## config.mk

```make
export PLATFORM = sky130hd
export DESIGN_NAME = instruction_fetch_unit
export DESIGN_NICKNAME = d
export VERILOG_FILES = /design/src/rtl/instruction_fetch_unit_pkg.sv /design/src/rtl/instruction_fetch_unit_hold_buffer.sv /design/src/rtl/instruction_fetch_unit.sv
export SDC_FILE = /design/constraint.sdc
export NUM_CORES = 1
export LEC_CHECK = 0
export BUFFER_PORTS_ARGS = -buffer_cell sky130_fd_sc_hd__buf_4
export CELL_PAD_IN_SITES_DETAIL_PLACEMENT = 1
export CELL_PAD_IN_SITES_GLOBAL_PLACEMENT = 1
export CORE_MARGIN = 2
export CORE_UTILIZATION = 25
export CTS_CLUSTER_SIZE = 24
export DETAILED_ROUTE_END_ITERATION = 8
export PLACE_DENSITY = 0.51
export SETUP_SLACK_MARGIN = 0.02
export SLEW_MARGIN = 10
export SYNTH_ARGS = -nofsm -noshare
export SYNTH_HDL_FRONTEND = slang
export SYNTH_HIERARCHICAL = 1
export SYNTH_SLANG_ARGS = --single-unit
```

## constraint.sdc

```tcl
create_clock -name clk -period 3.65 [get_ports clk]
set_input_delay 0.365 -clock clk [delete_from_list [all_inputs] [get_ports clk]]
set_output_delay 0.365 -clock clk [all_outputs]
set_load 0.02 [all_outputs]
```

## src/rtl/instruction_fetch_unit_pkg.sv

```systemverilog
`default_nettype none
// ============================================================================
// Module      : instruction_fetch_unit_pkg
// Description : Shared pipeline definitions for the fetch stage. Holds the
//               fetch FSM state encoding, the canonical NOP (addi x0,x0,0)
//               and the sequential PC increment.
// Revision    : 1.0 - initial release
// ============================================================================
package instruction_fetch_unit_pkg;

    typedef enum logic [1:0] {
        ST_FETCH = 2'd0,   // request issued to instruction memory
        ST_WAIT  = 2'd1,   // one request outstanding, awaiting response
        ST_HOLD  = 2'd2,   // response parked in hold buffer during a stall
        ST_DROP  = 2'd3    // awaiting the response of a squashed request
    } fetch_state_t;

    localparam logic [31:0] c_nop_instr = 32'h0000_0013;
    localparam logic [31:0] c_pc_incr   = 32'd4;

endpackage : instruction_fetch_unit_pkg
`default_nettype wire

```

## src/rtl/instruction_fetch_unit_hold_buffer.sv

```systemverilog
`default_nettype none
// ============================================================================
// Module      : fetch_hold_buffer
// Description : One-entry pc/instruction holding register. Parks a fetched
//               instruction while decode is stalled.
// Ports       : clk, reset (async, active-low)
//               load     - capture in_pc/in_instr, set valid
//               drain    - entry consumed, clear valid
//               clear    - flush (dominates load and drain)
//               in_pc, in_instr  - entry to capture
//               buf_valid, buf_pc, buf_instr - current entry
// Revision    : 1.0 - initial release
// ============================================================================
module fetch_hold_buffer
    import instruction_fetch_unit_pkg::*;
(
    input  logic        clk,
    input  logic        reset,
    input  logic        load,
    input  logic        drain,
    input  logic        clear,
    input  logic [31:0] in_pc,
    input  logic [31:0] in_instr,
    output logic        buf_valid,
    output logic [31:0] buf_pc,
    output logic [31:0] buf_instr
);

    always_ff @(posedge clk or negedge reset) begin
        if (!reset) begin
            buf_valid <= 1'b0;
            buf_pc    <= 32'd0;
            buf_instr <= c_nop_instr;
        end else if (clear) begin
            buf_valid <= 1'b0;
        end else if (load) begin
            buf_valid <= 1'b1;
            buf_pc    <= in_pc;
            buf_instr <= in_instr;
        end else if (drain) begin
            buf_valid <= 1'b0;
        end
    end

endmodule : fetch_hold_buffer
`default_nettype wire

```

## src/rtl/instruction_fetch_unit.sv

```systemverilog
`default_nettype none
// ============================================================================
// Module      : instruction_fetch_unit
// Description : RV32I fetch stage. Owns the PC, issues one instruction-memory
//               request at a time, captures the variable-latency response and
//               drives the IF/ID register. Honours the decode stall
//               (IF_ID_write) and EX redirects, squashing stale fetches.
// Ports       : clk, reset (async, active-low)
//               IF_ID_write              - 0 holds IF/ID
//               redirect_valid/_pc       - EX branch/jump redirect
//               imem_req_valid/_ready/_addr - request handshake
//               imem_resp_valid/_data    - response, one per accepted request
//               if_id_valid/_pc/_instr   - IF/ID register to decode
// Revision    : 1.0 - initial release
// ============================================================================
module instruction_fetch_unit
    import instruction_fetch_unit_pkg::*;
#(
    parameter logic [31:0] RESET_PC = 32'h0000_0000
) (
    input  logic        clk,
    input  logic        reset,
    input  logic        IF_ID_write,
    input  logic        redirect_valid,
    input  logic [31:0] redirect_pc,
    output logic        imem_req_valid,
    input  logic        imem_req_ready,
    output logic [31:0] imem_req_addr,
    input  logic        imem_resp_valid,
    input  logic [31:0] imem_resp_data,
    output logic        if_id_valid,
    output logic [31:0] if_id_pc,
    output logic [31:0] if_id_instr
);

    fetch_state_t r_state;
    fetch_state_t w_state_next;

    logic [31:0] r_pc;
    logic [31:0] r_req_pc;

    logic        w_accept;
    logic        w_resp_wait;
    logic        w_buf_load;
    logic        w_buf_drain;
    logic        w_buf_valid;
    logic [31:0] w_buf_pc;
    logic [31:0] w_buf_instr;

    // Request is purely a function of the FSM so it stays stable under backpressure.
    assign imem_req_valid = (r_state == ST_FETCH);
    assign imem_req_addr  = r_pc;

    assign w_accept    = imem_req_valid && imem_req_ready;
    assign w_resp_wait = (r_state == ST_WAIT) && imem_resp_valid;
    assign w_buf_load  = w_resp_wait && !IF_ID_write && !redirect_valid;
    assign w_buf_drain = (r_state == ST_HOLD) && IF_ID_write && !redirect_valid;

    // ------------------------------------------------------------------
    // Next-state logic
    // ------------------------------------------------------------------
    always_comb begin
        w_state_next = r_state;
        if (redirect_valid) begin
            // A request is still in flight if one was just accepted or a
            // WAIT/DROP response has not yet arrived; its data must be dropped.
            if (w_accept ||
                (((r_state == ST_WAIT) || (r_state == ST_DROP)) && !imem_resp_valid)) begin
                w_state_next = ST_DROP;
            end else begin
                w_state_next = ST_FETCH;
            end
        end else begin
            case (r_state)
                ST_FETCH: if (w_accept)        w_state_next = ST_WAIT;
                ST_WAIT:  if (imem_resp_valid) w_state_next = IF_ID_write ? ST_FETCH : ST_HOLD;
                ST_HOLD:  if (IF_ID_write)     w_state_next = ST_FETCH;
                ST_DROP:  if (imem_resp_valid) w_state_next = ST_FETCH;
                default:                       w_state_next = ST_FETCH;
            endcase
        end
    end

    always_ff @(posedge clk or negedge reset) begin
        if (!reset) begin
            r_state <= ST_FETCH;
        end else begin
            r_state <= w_state_next;
        end
    end

    // ------------------------------------------------------------------
    // PC and outstanding-request address
    // ------------------------------------------------------------------
    always_ff @(posedge clk or negedge reset) begin
        if (!reset) begin
            r_pc     <= RESET_PC;
            r_req_pc <= 32'd0;
        end else begin
            if (w_accept) begin
                r_req_pc <= r_pc;
            end
            if (redirect_valid) begin
                r_pc <= redirect_pc & ~32'd3;
            end else if (w_accept) begin
                r_pc <= r_pc + c_pc_incr;
            end
        end
    end

    // ------------------------------------------------------------------
    // IF/ID register; instr is forced to NOP whenever a bubble is written
    // ------------------------------------------------------------------
    always_ff @(posedge clk or negedge reset) begin
        if (!reset) begin
            if_id_valid <= 1'b0;
            if_id_pc    <= 32'd0;
            if_id_instr <= c_nop_instr;
        end else if (redirect_valid) begin
            if_id_valid <= 1'b0;
            if_id_instr <= c_nop_instr;
        end else if (IF_ID_write) begin
            if (w_resp_wait) begin
                if_id_valid <= 1'b1;
                if_id_pc    <= r_req_pc;
                if_id_instr <= imem_resp_data;
            end else if ((r_state == ST_HOLD) && w_buf_valid) begin
                if_id_valid <= 1'b1;
                if_id_pc    <= w_buf_pc;
                if_id_instr <= w_buf_instr;
            end else begin
                if_id_valid <= 1'b0;
                if_id_instr <= c_nop_instr;
            end
        end
    end

    fetch_hold_buffer u_hold_buffer (
        .clk       (clk),
        .reset     (reset),
        .load      (w_buf_load),
        .drain     (w_buf_drain),
        .clear     (redirect_valid),
        .in_pc     (r_req_pc),
        .in_instr  (imem_resp_data),
        .buf_valid (w_buf_valid),
        .buf_pc    (w_buf_pc),
        .buf_instr (w_buf_instr)
    );

endmodule : instruction_fetch_unit
`default_nettype wire

```

==> run metrics, run 1 <==
Chip Width=189 µm; #FFs+latches synth=192; Congestion Overflow GR=0; H-tree depth=4; vias in the first global route=6464; row cnt=67; cell chain of the critical path=nand2_1 > or2_2 > buf_4 > a21o_1 > o21ai_0; largest net degree at the start of global routing=95; Critical Path AT=2.75 ns; worst slack, placed=1.08 ns; First-pass DRT Iterations=4; Crit path max-delay family=compound AO/OA/AOI/OAI gates; Root Driver=clkbuf_16; fin nets=960; Post-synth EDFFs=0; Crit. End Element=flop; Initial Utilization=0.255; buffers added on ports=163; Max-slew headroom=0.393; endpoints failing setup=0; Worst path depth=5; ANT nets after route=0; Initial DRC Count=206; Via Count=6045; minimum clock period=2.48 ns; CTS Buf Count=17; Tightest Hold Check Type=input pin to asynchronous set/reset pin; Pleak=0.00480 µW; Routed WL=24.2 mm; setup tns final=0 ns; commonest non-fill, non-tap cell in the layout=dfrtp_1; DR WL/cell=17.9 µm; Hold-fix buffers, CTS=0; Worst VDD drop=344 µV; Mapped Area=0.00858 mm²; final core occ=0.322; critical path type=flop to flop; slowest stage delay, CP=0.80 ns; RSZ-0062 raised after global routing=false; Die Ht=189 µm; clk_lat worst skew=0.44 ns; Placer Congestion=0.702; worst r2r path cells=5; synthesized area per cell=11.6 µm²; crit path buf inv count=1; Max-Cap Viols=0; clock skew=0.0124 ns; core area=0.0337 mm²; fin crit share=0.679; asr flop ratio synth=1.00; CP Data Required Time=3.92 ns; f_max=0.404 GHz; Startpoint Class=flop; clock sink total=192; Total GRT Usage=0.140; antenna cells=0; via/cell ratio=4.48; worst setup margin=1.17 ns; die area=0.0358 mm²; PwrDens=724 mW/mm²; Ys Warns=6; Crit Path Max Fanout=38; final slew viol count=0; CTS Buffer Depth=2; DRC viols=0; status=finished clean; post-synth cell types=44; post-CTS sizing=0; Mapped Cells=737; HPWL Detailed=15.4 mm; endpoints failing hold=0; Pwr Total=7870 µW; post-CTS setup buffers=0; sequential area share after synthesis=0.561; Top-Level Pins=168; clock slew at reported path FFs=0.07 ns; initial antenna violation count=0; Layout area overhead=26.7%; top_reg_cell synth=dfrtp_1; worst-margin pin slew=0.911 ns; first-pass GRT wire length=38.7 mm; most frequent cells in the layout=186 x dfrtp_1, 172 x buf_4, 135 x nand2_1; fraction of layout cells with a size suffix above 1=0.350; Worst path slowest cell=a21o_1; CTS tree=done
power breakdown:
part	switching [µW]	internal, µW	leakage, µW
combinational	1120	1250	0.00208
clock	860	1220	0.000310
sequential	531	2890	0.00241
total	2510	5360	0.00480
registers in the layout, summed over array words and instances (netlist names):
name and flops:
u_hold_buffer/buf_instr 32, r_state 2, r_req_pc 30, if_id_pc 32, imem_req_addr 30, if_id_valid 1
u_hold_buffer/buf_valid 1, u_hold_buffer/buf_pc 32, if_id_instr 32
metrics by stage:
stage / area, µm² / hold WS [ns] / instances
detailed placement: 10200 / 0.463 / 1318
floorplan: 8590 / 0.0694 / 740
CTS: 10900 / 0.0406 / 1350
global route: 10900 / 0.0609 / 1350
finish: 10900 / 0.0151 / 1350
global placement: 10200 / 0.459 / 1318
area by class of cell:
type	count	area, µm²
Fill cell	3790	22800
Inverter	9	33.8
Multi-Input combinational cell	494	3480
Tap cell	448	561
Clock buffer	18	429
Timing Repair Buffer	175	1350
Sequential cell	192	4810
Clock inverter	14	211
worst register-to-register path, cell delays in order (launching register included):
cell and delay [ns]:
dfrtp_1 0.49, nand2_1 0.17, or2_2 0.14, buf_4 0.48, a21o_1 0.80, o21ai_0 0.24
final timing paths:
kind                            startpoint                end  slack (ns)
max in group asynchronous            reset   imem_req_addr[7]        2.73
max reg2reg                     r_state[0]    if_id_instr[23]        1.17
min in group clk           redirect_pc[24]  imem_req_addr[24]        0.12
min                                  reset     if_id_instr[3]        0.02
min reg2reg                    if_id_pc[0]        if_id_pc[0]        0.47
max                             r_state[0]    if_id_instr[23]        1.17
Yosys cell counts (8+ instances only):
master      n  area share
inv_1       9      0.0039
mux2_4     60        0.11
nand3_1    12      0.0070
o21ai_0    54       0.032
mux2i_1    25       0.029
nor2_1     48       0.021
nor3_1      8      0.0047
nand2_1   135       0.059
a31oi_1    33       0.024
xnor2_1    21       0.021
clkbuf_1   30       0.013
mux2_2     35       0.046
dfrtp_1   186        0.54
metal layers:
layer / track usage / up-vias / routed length (µm)
li1: - / 2844 / -
met1: 0.199 / 3062 / 12200
met2: 0.210 / 122 / 10600
met3: 0.0354 / 17 / 1090
met4: 0.0403 / 0 / 303
met5: 0 / - / 0
cell families (layout without fill, tap and decap cells):
| logic type | after synthesis | in the layout | synth area share |
|---|---|---|---|
| flip-flops | 192 | 192 | 0.561 |
| AND/OR/NAND/NOR | 239 | 239 | 0.122 |
| AO/OA/AOI/OAI | 104 | 104 | 0.0706 |
| adder cells (fa/ha/maj) | 1 | 1 | 0.00146 |
| multiplexers | 120 | 120 | 0.180 |
| buffers and inverters | 54 | 216 | 0.0382 |
| XOR/XNOR | 26 | 26 | 0.0265 |
| other | 1 | 4 | 0.000437 |
(Power assumes the default switching activity.)
==> run 2, diff against run 1 <==
ABC_AREA = 1   (was unset)
PLACE_DENSITY = 0.53   (was 0.51)
clock period = 2.6 ns   (was 3.65 ns; I/O delays follow)
==> run metrics, run 2 <==
Post-synth EDFFs=0; mux share of post-synthesis cell area=0.00895; minimum clock period=1.88 ns; Adder-Cell Fraction of Synth Area=0.00140; largest net degree at the start of global routing=77; final slew viol count=0; DRC viols=0; Mapped Area=0.00894 mm²; Min Hold Slack=0.0341 ns; fraction of layout cells with a size suffix above 1=0.185; Startpoint Class=flop; Hold Startpoint=redirect_pc[18]; CTS tree=done; Total GRT Usage=0.162; largest area contributor in the netlist=dfrtp_1; Worst path slowest cell=dfrtp_1; die area=0.0373 mm²; Top-Level Pins=168; Area after DPL=0.0106 mm²; clock sink total=192; Congestion Overflow GR=0; top_reg_cell synth=dfrtp_1; #FFs+latches synth=192; setup tns final=0 ns; cell chain of the critical path=ha_1 > nand2_1 > nor2_2 > nand2_2 > nor2_1 > nand3_1 > nand3_1 > nand2_1; endpoints failing setup=0; worst r2r path cells=8; PwrDens=958 mW/mm²; crit path buf inv count=0; core area=0.0354 mm²; RR Startpoint=imem_req_addr[2]; antenna cells=0; status=finished clean; R2R Path End=imem_req_addr[20]; f_max=0.533 GHz; via/cell ratio=4.51; largest family of logic cells by synthesized area=simple AND/OR/NAND/NOR gates; first-pass GRT wire length=46.6 mm; HPWL Detailed=19.9 mm; CTS Buf Count=17; Via Count=7795; vias in the first global route=8040; initial antenna violation count=0; Die Ht=193 µm; top cell type's share of synthesized area=0.520; worst setup margin=0.723 ns; Placer Congestion=0.810; sequential area share after synthesis=0.538; synthesized area per cell=8.04 µm²; Mapped Cells=1112; reg-to-reg slack, setup=0.72 ns; fin nets=1325; Root Driver=clkbuf_16; Hold EP=imem_req_addr[18]; Layout area overhead=26.1%; fin crit share=0.722; clock slew at reported path FFs=0.07 ns; top-count cell post-synth=nand2_1; endpoints failing hold=0; worst-margin pin slew=0.523 ns; DR WL/cell=16.7 µm; Tightest Hold Check Type=input pin to flop; slowest stage delay, CP=0.43 ns; Initial DRC Count=392; Ys Warns=6; commonest cells in the netlist=447 x nand2_1, 186 x dfrtp_1, 111 x nand3_1; Routed WL=28.9 mm; Synth Area in Compound Gates=0.0891; clk_lat worst skew=0.44 ns; RSZ-0062 raised after global routing=false; H-tree depth=4; post-CTS sizing=0; Worst VDD drop=469 µV; Crit Path Max Fanout=7; Max-Cap Viols=0; top post-synthesis cells by area=dfrtp_1 52%, nand2_1 19%, nand3_1 6.2%, nor2_1 3.4%, o21ai_0 3.2%; Chip Width=193 µm; Crit. End Element=flop; Synth Area in XOR/XNOR=0.00392; row cnt=69; worst slack, placed=0.701 ns; Crit path max-delay family=simple AND/OR/NAND/NOR gates; asr flop ratio synth=1.00; most frequent cells in the layout=446 x nand2_1, 186 x dfrtp_1, 174 x buf_4; First-pass DRT Iterations=4; commonest non-fill, non-tap cell in the layout=nand2_1; Initial Utilization=0.253; clock skew=0.00869 ns; Hold Crit Depth=3; ANT nets after route=0; post-synth cell types=33; buffers added on ports=163; CP Data Required Time=2.94 ns; final core occ=0.319; post-CTS setup buffers=0; post-route cell area=0.0113 mm²; Pleak=0.00563 µW; simple-gate portion of the synthesized area=0.294; Max-slew headroom=0.651; critical path type=flop to flop; Critical Path AT=2.22 ns; CTS Buffer Depth=2
-- run 2: logic make-up (layout without fill, tap and decap cells) --
family	Yosys count	after routing
AOI/OAI and AO/OA	131	131
xor gates and xnor gates	4	4
adders and majority gates	1	1
buffers and inverters	124	276
DFF	192	192
muxes	8	8
other	1	4
and+or+nand+nor	651	651
-- run 2: timing repair --
action                     in CTS  in global routing
hold buffers                    1                  0
setup endpoints to repair       0                  0
hold endpoints to repair       51                  0
-- run 2: cell type report --
type | count | area [µm²]
clock buffers | 20 | 457
clock inverters | 12 | 180
fillers | 4306 | 24100
inverters | 63 | 236
multi-input cells | 799 | 3580
flip-flops and latches | 192 | 4810
well taps | 461 | 577
repair buffers | 181 | 1430
-- run 2: worst max path at each step --
stage | from | endpoint | depth (start not counted) | slack, ns
2_1_floorplan | imem_req_addr[3] | imem_req_addr[28] | 8 | 1.00
5_1_grt | imem_req_addr[2] | imem_req_addr[20] | 8 | 0.51
3_3_place_gp | imem_req_addr[2] | imem_req_addr[20] | 8 | 0.72
4_1_cts | imem_req_addr[2] | imem_req_addr[20] | 8 | 0.67
6_report | imem_req_addr[2] | imem_req_addr[20] | 8 | 0.72
3_5_place_dp | imem_req_addr[2] | imem_req_addr[20] | 8 | 0.70
-- run 2: metrics by stage --
stage          power (µW)  instances
4_1_cts             11000       1728
6_report            10800       1728
2_1_floorplan        6560       1115
5_1_grt             11600       1728
3_3_place_gp         7970       1695
3_5_place_dp         8050       1695
-- run 2: report_power, final --
| part | switching [µW] | total [µW] | internal (µW) |
|---|---|---|---|
| sequential | 761 | 4750 | 3990 |
| combinational | 1930 | 3160 | 1240 |
| clock | 1220 | 2890 | 1670 |
-- run 2: metal layers --
metal / vias to the layer above / track usage / wire (µm)
li1: 3847 / - / -
met1: 3784 / 0.230 / 14300
met2: 145 / 0.256 / 13100
met3: 19 / 0.0275 / 1160
met4: 0 / 0.0425 / 345
met5: - / 0 / 0
-- run 2: worst register-to-register path: cells and delay by family, from the launching register on --
| kind | cells | cell delay [ns] |
|---|---|---|
| DFF | 1 | 0.43 |
| and+or+nand+nor | 7 | 1.14 |
| adders and majority gates | 1 | 0.21 |
==> run 3, diff against run 2 <==
PLACE_DENSITY = 0.55   (was 0.53)
clock period = 1.7 ns   (was 2.6 ns; I/O delays follow)
==> run metrics, run 3 (synthesized netlist as in run 2, its figures left out) <==
status=finished clean; ANT nets after route=0; PwrDens=1380 mW/mm²; DR WL/cell=16.5 µm; Initial DRC Count=349; CTS tree=done; setup tns final=0 ns; Placer Congestion=0.799; Initial Utilization=0.253; initial antenna violation count=0; clock slew at reported path FFs=0.07 ns; Worst VDD drop=732 µV; Layout area overhead=36.7%; CTS Buffer Depth=2; CTS Buf Count=17; Max-slew headroom=0.632; worst r2r path cells=6; clk_lat worst skew=0.45 ns; fin crit share=0.939; Critical Path AT=1.91 ns; R2R Path End=if_id_pc[15]; antenna cells=0; fraction of layout cells with a size suffix above 1=0.201; minimum clock period=1.60 ns; worst-margin pin slew=0.552 ns; Congestion Overflow GR=0; Pwr Total=16900 µW; Non-Filler Instances=1809; Hold EP=imem_req_addr[25]; Fillers=4236; RSZ-0062 raised after global routing=true; Tightest Hold Check Type=input pin to flop; HPWL Detailed=20.6 mm; clock skew=0.0115 ns; endpoints failing setup=0; Pleak=0.00607 µW; H-tree depth=4; buffers added on ports=163; final core occ=0.345; Die Ht=193 µm; Routed WL=29.9 mm; first-pass GRT wire length=47.6 mm; First-pass DRT Iterations=4; die area=0.0373 mm²; Hold Crit Depth=5; Via Count=8131; commonest non-fill, non-tap cell in the layout=nand2_1; Max-Cap Viols=0; Total GRT Usage=0.166; placed cell count=1719; f_max=0.627 GHz; Chip Width=193 µm; RR Startpoint=r_state[1]; core area=0.0354 mm²; row cnt=69; Reg area=0.00481 mm²; clock sink total=192; largest net degree at the start of global routing=57; reg-to-reg slack, setup=0.10 ns; Root Driver=clkbuf_16; Startpoint Class=flop; most frequent cells in the layout=444 x nand2_1, 189 x buf_4, 186 x dfrtp_1; final slew viol count=0; Crit. End Element=flop; fin nets=1406; vias in the first global route=8399; CP Data Required Time=2.01 ns; DRC viols=0; endpoints failing hold=0; critical path type=flop to flop; Top-Level Pins=168; Crit Path Max Fanout=28; via/cell ratio=4.49; area of the multi-input gates=0.00363 mm²; Hold Startpoint=redirect_pc[25]
run 3: where the power goes:
part / leakage (µW) / internal, µW / switching [µW]
Clock: 0.000304 / 2430 / 1940
Combinational: 0.00332 / 2160 / 3020
Sequential: 0.00244 / 6090 / 1210
Total: 0.00607 / 10700 / 6170
run 3: routing by layer:
layer	wire, µm	part of all wire	vias up	track usage
li1	-	-	4023	-
met2	13700	0.46	154	0.266
met3	1060	0.035	17	0.0264
met1	14700	0.49	3937	0.233
met4	368	0.012	0	0.0455
met5	0	0	-	0
run 3: stage by stage:
step	area (µm²)	hold WS [ns]	worst slack (ns)
global route	12200	0.0346	0.0146
detailed placement	10900	0.207	0.0862
CTS	12100	0.00244	0.0627
finish	12200	0.0316	0.104
global placement	10900	0.211	0.115
floorplan	8950	-0.126	0.104
run 3: final cells by class:
type                    count  share of cell area
well taps                 461              0.0472
multi-input cells         799               0.297
clock buffers              19              0.0371
flip-flops and latches    192               0.394
inverters                  63              0.0194
repair buffers            262               0.191
clock inverters            13              0.0144
run 3: what timing repair did:
action                                  CTS  global route
resized for setup                         0            14
setup buffers                             0             4
hold buffers                             53             0
endpoints found under the setup margin    0            49
endpoints found under the hold margin   105             0
run 3: how the worst max path moves through the flow:
stage	depth (start not counted)	end	start	slack (ns)
3_5_place_dp	8	imem_req_addr[18]	imem_req_addr[2]	0.09
2_1_floorplan	8	imem_req_addr[28]	imem_req_addr[3]	0.10
3_3_place_gp	8	imem_req_addr[22]	imem_req_addr[3]	0.12
6_report	6	if_id_pc[15]	r_state[1]	0.10
4_1_cts	8	imem_req_addr[18]	imem_req_addr[2]	0.06
5_1_grt	7	if_id_pc[31]	r_state[1]	0.01
run 3: critical path, stage by stage (launching register included):
cell	delay (ns)
dfrtp_1	0.48
inv_2	0.12
nand3_4	0.14
a21oi_4	0.24
buf_4	0.16
clkbuf_16	0.21
a31oi_1	0.10
